**config.mk**
```make
export PLATFORM = sky130hd
export DESIGN_NAME = fir_coef_loader
export DESIGN_NICKNAME = d
export VERILOG_FILES = /design/src/rtl/fir_pkg.sv /design/src/rtl/fir_coef_bank.sv /design/src/rtl/fir_coef_loader.sv
export SDC_FILE = /design/constraint.sdc
export NUM_CORES = 1
export LEC_CHECK = 0
export ABC_AREA = 1
export BUFFER_PORTS_ARGS = -buffer_cell sky130_fd_sc_hd__buf_2
export CAP_MARGIN = 10
export CORE_MARGIN = 5
export CORE_UTILIZATION = 38
export CTS_CLUSTER_SIZE = 14
export DETAILED_ROUTE_END_ITERATION = 6
export PLACE_DENSITY = 0.59
export SYNTH_ARGS = -nofsm -noshare
export SYNTH_HDL_FRONTEND = slang
export SYNTH_SLANG_ARGS = --single-unit
```
**constraint.sdc**
```tcl
create_clock -name i_clk -period 4.45 [get_ports i_clk]
set_clock_uncertainty 0.1 [all_clocks]
set_input_delay 0.89 -clock i_clk [delete_from_list [all_inputs] [get_ports i_clk]]
set_output_delay 0.89 -clock i_clk [all_outputs]
set_load 0.01 [all_outputs]
```
**src/rtl/fir_pkg.sv**
```systemverilog
// Shared types and helpers for the FIR coefficient loader.
// Optional feature macro: FIR_COEF_SYM_EN (symmetric half-frame loading).
package fir_pkg;

    typedef enum logic [1:0] {
        IDLE  = 2'd0,
        LOAD  = 2'd1,
        DRAIN = 2'd2,
        PEND  = 2'd3
    } coef_state_t;

    // Number of beats in a well-formed coefficient frame.
    function automatic int coef_frame_len(input int ntaps);
`ifdef FIR_COEF_SYM_EN
        return (ntaps + 1) / 2;
`else
        return ntaps;
`endif
    endfunction

endpackage

```
**src/rtl/fir_coef_bank.sv**
```systemverilog
// Shadow and active coefficient register banks for the FIR tap chain.
// Ports: i_clk, i_reset (sync, high), i_wr/i_idx/i_data shadow write,
//        i_swap copies shadow to active, o_taps flattened active bank.
//        FIR_COEF_SYM_EN mirrors each write to tap NTAPS-1-idx.
module fir_coef_bank
    import fir_pkg::*;
#(
    parameter int NTAPS = 8,
    parameter int TW    = 16,
    parameter int IW    = $clog2(NTAPS)
) (
    input  logic                i_clk,
    input  logic                i_reset,
    input  logic                i_wr,
    input  logic [IW-1:0]       i_idx,
    input  logic [TW-1:0]       i_data,
    input  logic                i_swap,
    output logic [NTAPS*TW-1:0] o_taps
);

    logic [TW-1:0] shadow [NTAPS];
    logic [TW-1:0] active [NTAPS];

    always_ff @(posedge i_clk) begin
        if (i_reset) begin
            for (int k = 0; k < NTAPS; k++) begin
                shadow[k] <= '0;
                active[k] <= '0;
            end
        end else begin
            for (int k = 0; k < NTAPS; k++) begin
`ifdef FIR_COEF_SYM_EN
                // Centre tap of an odd chain matches both terms: one write.
                if (i_wr && ((i_idx == IW'(k)) ||
                             (i_idx == IW'(NTAPS - 1 - k))))
                    shadow[k] <= i_data;
`else
                if (i_wr && (i_idx == IW'(k)))
                    shadow[k] <= i_data;
`endif
                if (i_swap)
                    active[k] <= shadow[k];
            end
        end
    end

    for (genvar k = 0; k < NTAPS; k++) begin : g_flat
        assign o_taps[k*TW +: TW] = active[k];
    end

endmodule

```
**src/rtl/fir_coef_loader.sv**
```systemverilog
// Framed valid/ready coefficient loader with sample-aligned bank swap.
// Ports: i_clk, i_reset, i_ce, i_cvalid/o_cready/i_coef/i_clast beats,
//        o_taps active bank, o_swap/o_err pulses, o_busy. Macro: FIR_COEF_SYM_EN.
module fir_coef_loader
    import fir_pkg::*;
#(
    parameter int NTAPS = 8,
    parameter int TW    = 16
) (
    input  logic                i_clk,
    input  logic                i_reset,
    input  logic                i_ce,
    input  logic                i_cvalid,
    output logic                o_cready,
    input  logic [TW-1:0]       i_coef,
    input  logic                i_clast,
    output logic [NTAPS*TW-1:0] o_taps,
    output logic                o_swap,
    output logic                o_err,
    output logic                o_busy
);

    localparam int            IW   = $clog2(NTAPS);
    localparam int            L    = coef_frame_len(NTAPS);
    localparam logic [IW-1:0] LAST = IW'(L - 1);

    coef_state_t   state;
    logic [IW-1:0] idx;
    logic [IW-1:0] cur_idx;
    logic          accept;
    logic          wr;
    logic          swap;

    assign o_cready = !i_reset && (state != PEND);
    assign o_busy   = (state != IDLE);
    assign accept   = i_cvalid && o_cready;
    // In IDLE the incoming beat is always tap 0, whatever idx holds.
    assign cur_idx  = (state == IDLE) ? '0 : idx;
    assign wr       = accept && ((state == IDLE) || (state == LOAD));
    assign swap     = (state == PEND) && i_ce;

    always_ff @(posedge i_clk) begin
        if (i_reset) begin
            state  <= IDLE;
            idx    <= '0;
            o_swap <= 1'b0;
            o_err  <= 1'b0;
        end else begin
            o_swap <= 1'b0;
            o_err  <= 1'b0;
            unique case (state)
                IDLE, LOAD: begin
                    if (accept) begin
                        if (cur_idx == LAST) begin
                            // idx parks at 0 so it never wraps.
                            idx <= '0;
                            if (i_clast) begin
                                state <= PEND;
                            end else begin
                                o_err <= 1'b1;
                                state <= DRAIN;
                            end
                        end else if (i_clast) begin
                            idx   <= '0;
                            o_err <= 1'b1;
                            state <= IDLE;
                        end else begin
                            idx   <= cur_idx + 1'b1;
                            state <= LOAD;
                        end
                    end
                end
                DRAIN: begin
                    if (accept && i_clast)
                        state <= IDLE;
                end
                PEND: begin
                    if (i_ce) begin
                        o_swap <= 1'b1;
                        state  <= IDLE;
                    end
                end
            endcase
        end
    end

    fir_coef_bank #(
        .NTAPS (NTAPS),
        .TW    (TW),
        .IW    (IW)
    ) u_bank (
        .i_clk   (i_clk),
        .i_reset (i_reset),
        .i_wr    (wr),
        .i_idx   (cur_idx),
        .i_data  (i_coef),
        .i_swap  (swap),
        .o_taps  (o_taps)
    );

endmodule

```
=== Word-level counts from Yosys, hierarchy flattened ===
Memory sizes are Yosys's and may differ from the RTL's.
Index checks and enable logic that the tools add are counted.

* Register bits: 7
* Bits in latches: 0
* RAM bits: 256
* Memory bits (read-only): 0
* Output and inout bits: 132
* Word-level logic and storage cells: 122
* Memories: 2

* $add $sub $neg: 1
* Multipliers: 0
* Div/mod/pow operators: 0
* Order comparisons: 0
* Eq/ne operators: 14
* Shift operators: 0
* Multiplexer cells: 59
* Bitwise gates (word level): 19
* Reduce and logical (&&, ||, !) cells: 23

{| class="wikitable"
|+ Memories
! name !! depth !! bits a word !! rd ports !! clocked after memory_dff !! write ports !! RTL line !! RTL
|-
| u_bank.active || 8 || 16 || 8 || 0 || 8 || fir_coef_bank.sv:22 || <nowiki>logic [TW-1:0] active [NTAPS];</nowiki>
|-
| u_bank.shadow || 8 || 16 || 8 || 0 || 8 || fir_coef_bank.sv:21 || <nowiki>logic [TW-1:0] shadow [NTAPS];</nowiki>
|}

{| class="wikitable"
|+ Operator list
! kind !! count
|-
| 2-to-1 mux 16 bit || 16
|-
| 2-to-1 mux 1 bit || 35
|-
| bitwise OR 1 bit || 16
|-
| logical AND 1 bit || 13
|-
| == test 3 bit (second input constant) || 4
|-
| 2-to-1 mux 3 bit || 3
|-
| 2-to-1 mux 2 bit || 4
|-
| inequality test 2 bit (second input constant) || 4
|-
| == test 3 x 2 -> 1 bit (second input constant) || 2
|-
| case mux 2 bit (3 select lines) || 1
|-
| == test 2 bit (second input constant) || 2
|-
| OR reduction 2 bit || 2
|-
| adder 3 x 1 -> 3 bit (second input constant) || 1
|-
| == test 3 x 1 -> 1 bit (second input constant) || 1
|-
| zero test 3 bit || 1
|-
| inverter 1 bit || 3
|-
| AND reduction 3 bit || 1
|-
| OR reduction 3 bit || 1
|-
| == test 2 x 1 -> 1 bit (second input constant) || 1
|-
| zero test 2 bit || 1
|-
| AND reduction 2 bit || 1
|-
| nonzero test 2 bit || 1
|-
| zero test 1 bit || 1
|-
| logical OR 1 bit || 1
|}

=== Longest topological paths before layout ===
* Word-level depth: 9
* Gate-level depth with buffers: 10
* Depth with buffers taken out: 10

=== By module ===
Synthesis repeated with hierarchy kept, for this count alone.

* Cells, all modules: 753
* Area, all modules: 9999.6 um^2

{| class="wikitable"
|+ Modules (own cells, without submodules)
! module !! times used !! cells each !! area each (um^2)
|-
| fir_coef_bank || 1 || 691 || 9610.5
|-
| fir_coef_loader || 1 || 62 || 389.1
|}

=== Worst setup path before layout ===
Ideal clock, no wire load.

* Path kind: in2reg
* Start point: input i_reset
* End point: memory u_bank.active[0][0], enable pin
* Setup time: 1.113 ns
* Arrival: 3.517 ns
* Required time: 3.237 ns
* Path slack: -0.279 ns
* Cell stages on the path: 4
* Path buffers: 2
* Cell sequence: buf_2 -> inv_2 -> clkbuf_1 -> nand2_1

{| class="wikitable"
|+ RTL lines
! item !! RTL line !! RTL
|-
| start, declared || fir_coef_loader.sv:11 || <nowiki>input logic i_reset,</nowiki>
|-
| end, declared || fir_coef_bank.sv:22 ||
|}

=== Final worst setup path ===
* Start point: input i_reset
* End point: output o_cready

* Cells in the longest elaborated chain, start to end: 2

{| class="wikitable"
|+ RTL lines
! item !! RTL line !! RTL
|-
| zero test 1 bit || fir_coef_loader.sv:34 || <nowiki>assign o_cready = !i_reset && (state != PEND);</nowiki>
|-
| logical AND 1 bit || fir_coef_loader.sv:34 ||
|-
| end, declared || fir_coef_loader.sv:14 || <nowiki>output logic o_cready,</nowiki>
|}

Every way passes these cells.

==> results_dict.tcl <==
set metrics [dict create \
    worstPathArrival_ns 1.80 \
    clk_pin_slew_worst_paths_ns 0.06 \
    clk_path_buf_depth 3 \
    hp-class "flop to flop" \
    grt_pass1_vias 5473 \
    n_antenna_cell 0 \
    p_clk_frac 0.402 \
    synthMuxAreaShare 0 \
    cts_tree "yes" \
    hold_viol_final 0 \
    relSlewSlack 0.342 \
    clk_latency_ns 0.52 \
    die_area_sq_mm 0.0292 \
    drt_iter0_markers 452 \
    grt_util_all_layers 0.140 \
    synthFlopType "edfxtp_1" \
    grt-ovfl-total 0 \
    place_congestion 0.799 \
    switching_share 0.212 \
    start_kind "input pin" \
    finalWorstSetupSlack_ns 1.66 \
    final_common_cell "edfxtp_1" \
    synth_edf_count 256 \
    worstSetupPathType "input pin to output pin" \
    final_cell_mix "edfxtp_1, nor2_1, inv_1" \
    power_frac_seq 0.548 \
    finalNetCount 928 \
    layout-drive-gt1-share 0.235 \
    yosys_warnings 0 \
    worstPathRequired_ns 3.46 \
    port_buffers 152 \
    holdBufCountCts 0 \
    ys_types 22 \
    combPwrFrac 0.050 \
    max_freq_mhz 358 \
    critPathMaxFanout 60 \
    core-area_sq_mm 0.0258 \
    grt_start_max_net_pins 129 \
    finish.utilization 0.456 \
    vias_per_cell 4.34 \
    rsz0062_at_grt "no" \
    antenna_left 0 \
    post_cts_buffers 0 \
    synth_xor_area_frac 0 \
    yosysSeqAreaShare 0.795 \
    hpwl_um 13600 \
    start_util 0.382 \
    synth_top_family_by_area "simple AND/OR/NAND/NOR gates" \
    syn2layout_area_growth_pct 19.2 \
    ios 153 \
    setup_tns_ns 0 \
    layoutNonFillerInstCount 1260 \
    max-cap-violations 0 \
    drv_slew 0 \
    cts_resized 0 \
    ys_ff_latch 263 \
    drt-pass1-iter-count 5 \
    period_share 0.628 \
    die_y_um 171 \
    run_status "finished clean" \
    routed-via-count 5474 \
    setup_viol 0 \
    wl_per_cell_um 16.5 \
    dieWidth_um 171 \
    cpPeakStageDelay_ns 0.52 \
    synth_fp_nets 769 \
    placed_cells 1211 \
    drc 0 \
    cts.sinks 263 \
    rows 59 \
    holdWs_ns 0.414 \
    power.switching_mw 1.12 \
    grt_pass1_wl_um 31200 \
    synth-simple-area-share 0.120 \
    synthCells 746 \
    synthAdderAreaFrac 0.00254 \
    p_int_mw 4.15 \
    routed_wl_um 20800 \
    power_leakage_nw 5.01 \
    crit_slowest_cell "buf_4" \
    avgSynthCellArea_sq_um 13.2 \
    path_common_cell "buf_2" \
    pre_cts_slack_ns 1.26 \
    h-tree-depth 1 \
    synth_compound_area_frac 0.00457 \
    antenna_found_initial 1 \
    cts_root_buf "clkbuf_16" \
    power_density_mw_per_mm2 448 \
    vdd_drop_max_mv 0.197 \
    synth_area_sq_mm 0.00985 \
    end_kind "output pin" \
    crit_path_cell_trace "buf_2 -> buf_4 -> nor2_1 -> buf_2" \
    cts_buffers 27 \
    layout_min_cycle_time_ns 2.79 \
    synthArstFlopShare 0 \
    tightest_slew_ns 0.987 \
]
[synthesized netlist by cell type, types with 2 or more instances]
| library cell | number | area [sq um] |
|---|---|---|
| nand3_2 | 4 | 40.0 |
| nor3_1 | 7 | 35.0 |
| buf_2 | 2 | 10.0 |
| edfxtp_1 | 256 | 7690 |
| o21ai_0 | 4 | 20.0 |
| inv_2 | 5 | 18.8 |
| inv_1 | 156 | 586 |
| clkbuf_1 | 9 | 33.8 |
| dfxtp_1 | 7 | 140 |
| nor2_2 | 10 | 62.6 |
| nand3_1 | 2 | 10.0 |
| nand2_1 | 25 | 93.8 |
| ha_1 | 2 | 25.0 |
| nor2_4 | 2 | 22.5 |
| nand2_2 | 5 | 31.3 |
| a21oi_1 | 5 | 25.0 |
| nor2_1 | 228 | 856 |
| buf_6 | 10 | 113 |
| buf_1 | 3 | 11.3 |
| nand4_1 | 2 | 12.5 |
[flip-flops by register name (all words and copies together) (netlist names)]
signal,flops
o_err,1
u_bank.shadow,128
state,2
o_swap,1
u_bank.active,128
idx,3
[metal layers]
metal  share of wire  vias up  track usage
met1            0.43     2592        0.187
met3           0.057       25       0.0247
met2            0.50      156        0.240
li1                -     2699            -
met4           0.016        2       0.0331
met5         0.00034        -            0
[path summary, 6_finish.rpt]
check,start,to,slack (ns),depth (start not counted)
max,i_reset,o_cready,1.66,4
max reg2reg,state[1],u_bank.shadow[1][51],2.01,7
min reg2reg,idx[0],idx[0],0.41,2
min,idx[0],idx[0],0.41,2
[layout make-up]
cell class                 count  area (sq um)
sequential                   263          7830
inverter                     161           606
clock inverter                13           113
multi-input combinational    298          1280
tap                          335           419
timing repair buffer         154           788
clock buffer                  36           709
fill                        2367         14000
[per-stage QoR]
step           instance area [sq um]  power (mW)
5_1_grt                        11700        5.46
3_5_place_dp                   10900        3.21
6_report                       11700        5.26
4_1_cts                        11700        5.31
3_3_place_gp                   10900        3.21
2_1_floorplan                   9850        3.07
[kinds of logic (layout without fill, tap and decap cells)]
family | Yosys count | in the layout
adders and majority gates | 2 | 2
AOI/OAI and AO/OA | 9 | 9
DFF | 263 | 263
buffers and inverters | 185 | 364
and+or+nand+nor | 287 | 287
[power by group through the flow]
stage,Sequential (mW),Clock [mW],Combinational [mW]
finish,2.89,2.11,0.263
global route,2.89,2.28,0.291
detailed placement,2.94,0,0.268
floorplan,2.96,0,0.112
global placement,2.94,0,0.265
CTS,2.89,2.15,0.270
[critical path: cells and delay by family]
kind,cells,cell delay [ns]
buf+inv,3,0.79
simple gates,1,0.12
(Power assumes the default switching activity.)
